File: config.mk
export PLATFORM = sky130hd
export DESIGN_NAME = muldiv_iter_unit
export DESIGN_NICKNAME = d
export VERILOG_FILES = /design/src/rtl/muldiv_iter_unit.sv
export SDC_FILE = /design/constraint.sdc
export NUM_CORES = 2
export LEC_CHECK = 0
export ABC_AREA = 1
export CAP_MARGIN = 10
export CELL_PAD_IN_SITES_DETAIL_PLACEMENT = 1
export CELL_PAD_IN_SITES_GLOBAL_PLACEMENT = 2
export CORE_MARGIN = 2
export CORE_UTILIZATION = 38
export DETAILED_ROUTE_END_ITERATION = 6
export PLACE_DENSITY_LB_ADDON = 0.25
export RECOVER_POWER = 100
export SLEW_MARGIN = 20
export SYNTH_ARGS = -nofsm -noshare
export SYNTH_HDL_FRONTEND = slang
export SYNTH_SLANG_ARGS = --single-unit
File: constraint.sdc
create_clock -name clk -period 15.13 [get_ports clk]
set_input_delay 3.026 -clock clk [delete_from_list [all_inputs] [get_ports clk]]
set_output_delay 3.026 -clock clk [all_outputs]
set_load 0.05 [all_outputs]
File: src/rtl/muldiv_iter_unit.sv
// Iterative multiply/divide/accumulate unit producing a 2W-bit HI/LO result.
// Optional MULDIV_EARLY_OUT_EN: finish early when |divisor| > |dividend|.
module muldiv_iter_unit #(
  parameter int DATA_WIDTH       = 32,
  parameter int MUL_CYCLES       = 2,
  parameter int DIV_BITS_PER_CYC = 2
) (
  input  logic                    clk,
  input  logic                    rst,
  input  logic                    req_valid,
  input  logic [2:0]              req_op,
  input  logic [DATA_WIDTH-1:0]   reg0,
  input  logic [DATA_WIDTH-1:0]   reg1,
  input  logic [2*DATA_WIDTH-1:0] hilo_i,
  input  logic                    flush,
  output logic                    ready_o,
  output logic                    resp_valid,
  output logic [2*DATA_WIDTH-1:0] resp_hilo
);
  localparam int W  = DATA_WIDTH;
  localparam int B  = DIV_BITS_PER_CYC;
  localparam int N  = W / B;
  localparam int CW = $clog2(N + MUL_CYCLES + 1);
  localparam int MUL_LAST = (MUL_CYCLES > 1) ? MUL_CYCLES - 2 : 0;

  typedef enum logic [1:0] {S_IDLE, S_MUL, S_DIV, S_DONE} state_e;

  state_e          state_q, state_d;
  logic [2:0]      op_q;
  logic [W-1:0]    a_q, b_q;
  logic [W:0]      rem_q;
  logic [2*W-1:0]  hilo_q, res_q, out_q;
  logic            qneg_q, rneg_q;
  logic [CW-1:0]   cnt_q;

  logic            accept, div_in, sgn_in, a_neg, b_neg, div0, early;
  logic [W-1:0]    a_mag, b_mag;
  logic [2*W-1:0]  ea, eb, prod, mul_res, result;
  logic [W:0]      r_nx;
  logic [W-1:0]    q_nx, q_fin, r_fin;

  assign accept = req_valid & (state_q == S_IDLE) & ~flush;
  assign div_in = (req_op[2:1] == 2'b01);
  assign sgn_in = ~req_op[0];
  assign a_neg  = sgn_in & reg0[W-1];
  assign b_neg  = sgn_in & reg1[W-1];
  assign a_mag  = a_neg ? -reg0 : reg0;
  assign b_mag  = b_neg ? -reg1 : reg1;
  assign div0   = (reg1 == '0);
`ifdef MULDIV_EARLY_OUT_EN
  assign early  = (b_mag > a_mag);
`else
  assign early  = 1'b0;
`endif

  // Operands are sign/zero extended to 2W so one truncating product covers all ops.
  assign ea   = {{W{~op_q[0] & a_q[W-1]}}, a_q};
  assign eb   = {{W{~op_q[0] & b_q[W-1]}}, b_q};
  assign prod = ea * eb;

  always_comb begin
    mul_res = prod;
    unique case (1'b1)
      op_q[2:1] == 2'b10: mul_res = hilo_q + prod;
      op_q[2:1] == 2'b11: mul_res = hilo_q - prod;
      default:            mul_res = prod;
    endcase
  end

  // B restoring steps per cycle; a_q shifts out dividend bits and in quotient bits.
  always_comb begin
    r_nx = rem_q;
    q_nx = a_q;
    for (int i = 0; i < B; i++) begin
      r_nx = {r_nx[W-1:0], q_nx[W-1]};
      q_nx = {q_nx[W-2:0], 1'b0};
      if (r_nx >= {1'b0, b_q}) begin
        r_nx    = r_nx - {1'b0, b_q};
        q_nx[0] = 1'b1;
      end
    end
    q_fin = qneg_q ? -q_nx : q_nx;
    r_fin = rneg_q ? -r_nx[W-1:0] : r_nx[W-1:0];
  end

  always_comb begin
    state_d = state_q;
    case (state_q)
      S_IDLE: begin
        if (accept) begin
          if (div_in)
            state_d = (div0 | early) ? S_DONE : S_DIV;
          else
            state_d = (MUL_CYCLES == 1) ? S_DONE : S_MUL;
        end
      end
      S_MUL: begin
        if (flush)
          state_d = S_IDLE;
        else if (cnt_q == CW'(MUL_LAST))
          state_d = S_DONE;
      end
      S_DIV: begin
        if (flush)
          state_d = S_IDLE;
        else if (cnt_q == CW'(N - 1))
          state_d = S_DONE;
      end
      default: state_d = S_IDLE;
    endcase
  end

  assign ready_o    = (state_q == S_IDLE);
  assign resp_valid = (state_q == S_DONE) & ~flush;
  assign result     = (op_q[2:1] == 2'b01) ? res_q : mul_res;
  assign resp_hilo  = resp_valid ? result : out_q;

  always_ff @(posedge clk or posedge rst) begin
    if (rst)
      state_q <= S_IDLE;
    else
      state_q <= state_d;
  end

  always_ff @(posedge clk or posedge rst) begin
    if (rst) begin
      op_q   <= '0;
      a_q    <= '0;
      b_q    <= '0;
      rem_q  <= '0;
      hilo_q <= '0;
      res_q  <= '0;
      out_q  <= '0;
      qneg_q <= 1'b0;
      rneg_q <= 1'b0;
      cnt_q  <= '0;
    end else begin
      if (accept) begin
        op_q   <= req_op;
        hilo_q <= hilo_i;
        cnt_q  <= '0;
        rem_q  <= '0;
        qneg_q <= a_neg ^ b_neg;
        rneg_q <= a_neg;
        if (div_in) begin
          a_q <= a_mag;
          b_q <= b_mag;
          if (div0)
            res_q <= {reg0, {W{1'b1}}};
          else if (early)
            res_q <= {reg0, {W{1'b0}}};
        end else begin
          a_q <= reg0;
          b_q <= reg1;
        end
      end
      if (state_q == S_MUL || state_q == S_DIV)
        cnt_q <= cnt_q + 1'b1;
      if (state_q == S_DIV) begin
        a_q   <= q_nx;
        rem_q <= r_nx;
        res_q <= {r_fin, q_fin};
      end
      if (resp_valid)
        out_q <= result;
    end
  end
endmodule

# Yosys cells after proc, flatten, opt, wreduce, memory -nomap -nowiden
# Cells that the tools add are included.
dict set report op_classes {
  n_addsub 9
  multipliers 1
  magnitude_cmp 2
  n_eq_ne 11
  mux 31
  bitwise 11
  n_reduce_logical 10
}
# operator n
set op_table {}
lappend op_table {{32-bit 2-to-1 mux} 12}
lappend op_table {{64-bit 2-to-1 mux} 6}
lappend op_table {{32-bit negation} 4}
lappend op_table {{64-bit one-hot mux with 2 select lines} 1}
lappend op_table {{33-bit by 32-bit >= comparator with 1-bit output} 2}
lappend op_table {{64-bit adder} 1}
lappend op_table {{33-bit by 33-bit multiplier with 64-bit output} 1}
lappend op_table {{32-bit subtractor} 2}
lappend op_table {{64-bit subtractor} 1}
lappend op_table {{32-bit zero test} 1}
lappend op_table {{2-bit 2-to-1 mux} 6}
lappend op_table {{5-bit 2-to-1 mux} 2}
lappend op_table {{2-bit == test, second input constant} 4}
lappend op_table {{2-bit nonzero test} 4}
lappend op_table {{1-bit bitwise AND} 7}
lappend op_table {{2-bit by 1-bit == test with 1-bit output, second input constant} 3}
lappend op_table {{3-bit != test, second input constant} 2}
lappend op_table {{2-bit one-hot mux with 3 select lines} 1}
lappend op_table {{3-bit AND reduction} 2}
lappend op_table {{5-bit by 1-bit adder with 5-bit output, second input constant} 1}
lappend op_table {{5-bit by 4-bit == test with 1-bit output, second input constant} 1}
lappend op_table {{5-bit zero test} 1}
lappend op_table {{1-bit 2-to-1 mux} 3}
lappend op_table {{1-bit NOT} 3}
lappend op_table {{4 further kinds} 4}
dict set report totals {
  ff_bits 300
  input_bits 135
  output_inout_bits 66
  wordCells 86
}

# Depth between registers and ports, before layout
dict set report logic_depth {
  word_depth 7
  depth_mapped 59
}

# Worst setup path after synthesis
# Ideal clock, no wire load.
dict set report synth_timing {
  path_type {register -> output}
  from {register a_q[31]}
  to {output resp_hilo[57]}
  arrival_time_ns 10.101
  required_time_ns 12.104
  setup_slack_ns 2.003
  path_stages_with_launch 45
  cell_sequence {dfrtp_1 -> clkbuf_1 -> clkbuf_1 -> nand2_1 -> nor2_1 -> fa_1 -> fa_1 -> fa_1 -> inv_1 -> fa_1 -> inv_1 -> fa_1 -> fa_1 -> inv_1 -> fa_1 -> fa_1 -> inv_1 -> ha_1 -> [... 9 more ...] -> nor2_1 -> nand2_1 -> nor4_1 -> xor2_1 -> nand2_1 -> o21ai_0 -> ha_1 -> nand2_1 -> nor2_1 -> inv_1 -> o21ai_0 -> a31oi_1 -> o21ai_0 -> xor2_1 -> nand2_1 -> o21ai_0 -> a21oi_1 -> o21ai_0}
}
dict set report synth_between {
  elab_chain_cells 6
}
# element line
set synth_rtl {}
lappend synth_rtl {{start, declared} 30} ;# logic [W-1:0] a_q, b_q;
lappend synth_rtl {{start signal, assigned} 146} ;# a_q <= a_mag;
lappend synth_rtl {{start signal, assigned} 153} ;# a_q <= reg0;
lappend synth_rtl {{start signal, assigned} 160} ;# a_q <= q_nx;
lappend synth_rtl {{1-bit bitwise AND} 57} ;# assign ea = {{W{~op_q[0] & a_q[W-1]}}, a_q};
lappend synth_rtl {{33-bit by 33-bit multiplier with 64-bit output (*)} 59} ;# assign prod = ea * eb;
lappend synth_rtl {{64-bit subtractor / 64-bit adder (equally long branches)} {65, 64}}
lappend synth_rtl {{64-bit one-hot mux with 2 select lines (*)} 63} ;# unique case (1'b1)
lappend synth_rtl {{64-bit 2-to-1 mux (*)} 115} ;# assign result = (op_q[2:1] == 2'b01) ? res_q : mul_res;
lappend synth_rtl {{64-bit 2-to-1 mux (*)} n/a}
lappend synth_rtl {{end, declared} 18} ;# output logic [2*DATA_WIDTH-1:0] resp_hilo
# Every way passes the cells marked *; elsewhere a longest branch is shown, timed or not.

# Worst setup path in the final report
dict set report layout_timing {
  from {register a_q[31]}
  to {output resp_hilo[61]}
}
# The elaborated chain is that of the path after synthesis.

==> impl_metrics.py <==
metrics = {
    "sta": {
        "final-hold-violation-count": 0,
        "worstMarginPinSlew_ns": 4.33,
        "fmax_ghz": 0.0682,
        "slew_violations": 733,
        "finalCritPeriodShare_pct": 97.0,
        "setup_tns_ns": 0,
        "slew-limit-headroom_pct": -190,
        "period_minus_slack_ns": 14.67,
        "setup_viol": 0,
        "fin_skew_ns": 0.0849,
    },
    "yosys": {
        "yosys_warnings": 0,
        "synthArstFlopShare_pct": 100,
        "yosysTopAreaCell": "fa_1",
        "seq_area_frac_synth_pct": 11.2,
        "synthAdderAreaFrac_pct": 40.4,
        "synth_compound_gate_area_share_pct": 8.13,
        "synth.area.top_cells": "fa_1 34%, nand2_1 15%, inv_1 13%, dfrtp_1 11%, ha_1 6.6%",
        "syn_avg_cell_area_um2": 7.21,
        "syn_nets": 10886,
        "synth_enable_flop_cells": 0,
        "yosysTopAreaCellShare_pct": 33.8,
        "synth_common_cells": "2650 x nand2_1, 2237 x inv_1, 1128 x fa_1",
        "synth.cell_area_mm2": 0.0668,
        "synth_top_family_by_area": "adder cells",
        "yosys.cell_count.top_type": "nand2_1",
        "synthFlopType": "dfrtp_1",
        "synth.distinct_cells": 65,
        "synth_simple_gate_area_share_pct": 22.6,
        "synth_cells": 9269,
        "synth-seq-cells": 300,
        "synth_xor_area_share_pct": 2.60,
        "synth.mux.area_fraction_pct": 0,
    },
    "critical_path": {
        "reg2regPathDepth": 47,
        "worstPathMaxFanout": 18,
        "critPathBufInv": 11,
        "cp_slowest_cell": "fa_2",
        "cp_num_cells": 49,
        "cpMostUsedCell": "nand2_1",
        "worstPathArrival_ns": 11.65,
        "crit_family": "adder cells",
        "critPathMaxStageDelay_ns": 0.63,
        "cp.required_ns": 12.10,
        "crit_path_end_kind": "output port",
        "cp-start-kind": "register",
        "crit_type": "reg2out",
    },
    "routing": {
        "wl_met2_um": 137000,
        "drt_first_pass_iters": 5,
        "dr_wl_met3_um": 13300,
        "vias": 61058,
        "drtIter0Drc": 3667,
        "ant_nets": 0,
        "drc": 0,
        "wl_um": 285000,
        "highest_layer": "met4",
        "via_per_inst": 5.20,
        "wl_met1_um": 120000,
        "wl_per_cell_um": 24.2,
    },
    "floorplan": {
        "core-area_mm2": 0.174,
        "start_util_pct": 38.3,
        "fp.dieW_um": 423,
        "rows": 153,
        "ios": 201,
        "die_y_um": 423,
        "dieArea_mm2": 0.179,
    },
    "grt": {
        "grtUsageTotal_pct": 31.9,
        "antenna_found_initial": 6,
        "grt_first_pass_wirelength_um": 429000,
        "grt_max_degree": 101,
        "overflow": 0,
        "grt_pass1_vias": 67078,
    },
    "placement": {
        "place_area_mm2": 0.0725,
        "dp_hpwl_um": 241000,
        "place_congestion": 0.961,
        "io_buffers": 200,
    },
    "hold_path": {
        "hold_path.class": "reg2reg",
        "hold_path_depth": 2,
    },
    "finish": {
        "fillers": 21914,
        "drive_above_1_share_pct": 6.81,
        "nets": 10994,
        "finalInstanceArea_mm2": 0.0746,
        "area_delta_synth_final_pct": 11.7,
        "utilization_pct": 42.8,
    },
    "clock_network": {
        "root_buffer": "clkbuf_16",
        "numCtsBuffers": 43,
        "cts.reportedPaths.clkPinSlew_ns": 0.06,
        "clkSinkCount": 300,
        "clk-insertion-delay-late_ns": 0.68,
        "cts_tree": "built",
        "postCtsHoldBufs": 0,
        "h-tree-depth": 2,
        "cts_buffer_depth": 3,
    },
    "flow_run": {
        "maxCapViolCount": 13,
    },
    "outcome": {
        "failed_checks": "capacitance limit, slew limit",
        "status": "finished, violations left",
    },
}
==> metrics by stage <==
stage          setup slack, ns  hold slack [ns]  cells
2_1_floorplan             2.00            0.455   9269
3_3_place_gp          -0.00717            0.462  11651
3_5_place_dp            0.0690            0.467  11651
4_1_cts               -0.00303            0.486  11731
5_1_grt                -0.0324            0.513  11737
6_report                 0.459            0.484  11739
==> final timing paths <==
path	from	end	slack (ns)
setup / recovery	a_q[31]	resp_hilo[61]	0.46
hold / removal	out_q[15]	out_q[15]	0.48
setup reg to reg	a_q[31]	out_q[54]	4.18
hold reg to reg	out_q[15]	out_q[15]	0.48
max in group asynchronous	rst	hilo_q[3]	3.76
min in group asynchronous	rst	rem_q[29]	4.14
==> tightest hold or removal path, stage by stage (launching register included) <==
cell	delay, ns
dfrtp_1	0.33
nand2_1	0.05
nand2_1	0.07
==> sequential cells by signal, summed over array words and instances, names as in the netlist <==
| register | flops |
|---|---|
| qneg_q | 1 |
| out_q | 64 |
| a_q | 32 |
| b_q | 32 |
| rneg_q | 1 |
| res_q | 64 |
| hilo_q | 64 |
| state_q | 2 |
| cnt_q | 5 |
| op_q | 3 |
| rem_q | 32 |
==> metal layers <==
layer | GRT usage, % | vias to the layer above
li1 | - | 27712
met1 | 41.0 | 31355
met2 | 54.7 | 1564
met3 | 3.54 | 427
met4 | 12.7 | 0
met5 | 0 | -
==> kinds of logic (layout without fill, tap and decap cells) <==
kind of cell               count (synthesis)  in the layout
and+or+nand+nor                         3715           3715
other                                      0              4
AOI/OAI and AO/OA                        928            928
DFF                                      300            300
xor gates and xnor gates                 196            196
buffers and inverters                   2648           2789
adders and majority gates               1482           1482
==> repair_timing <==
action / in CTS / in global routing
endpoints found under the setup margin: 23 / 29
setup buffers: 2 / 4
gates resized for setup: 32 / 148
pin swaps: 0 / 7
==> layout make-up <==
class / count / area, um^2 / area share [%]
antenna: 4 / 10.0 / 0.0134
clock buffer: 52 / 1180 / 1.58
inverter: 2258 / 8490 / 11.4
sequential: 300 / 7580 / 10.2
multi-input combinational: 6321 / 49800 / 66.7
tap: 2325 / 2910 / 3.90
clock inverter: 26 / 324 / 0.434
timing repair buffer: 453 / 4370 / 5.85
==> cell usage in the layout, fill, tap and decap left out, types with 13 or more instances in the layout <==
cell and n:
nand3b_1 22, nand3_1 253, o21bai_1 15, o211ai_1 38, inv_2 15, clkbuf_16 44, a21o_1 15, dfrtp_1 266
a31oi_1 25, o2111ai_1 23, dfrtp_2 23, o21ai_2 25, nand2_2 31, nand3_2 17, xnor2_1 52, o21ai_0 330
buf_4 228, nor3_1 63, nand4_1 63, clkdlybuf4s50_1 150, nor2_1 481, nand2_1 2637, nor3_2 19, o21a_1 14
buf_12 45, ha_1 344, o21ai_1 36, o22ai_1 28, a21oi_1 284, nor2_2 43, o221ai_1 19, or2_2 29
nor4_1 16, xor2_1 132, inv_1 2234, clkbuf_1 13, fa_1 1123
Power is left out: the tool's default activity adds up to more than one toggle a clock period on the data nets, which glitch-free logic cannot reach.
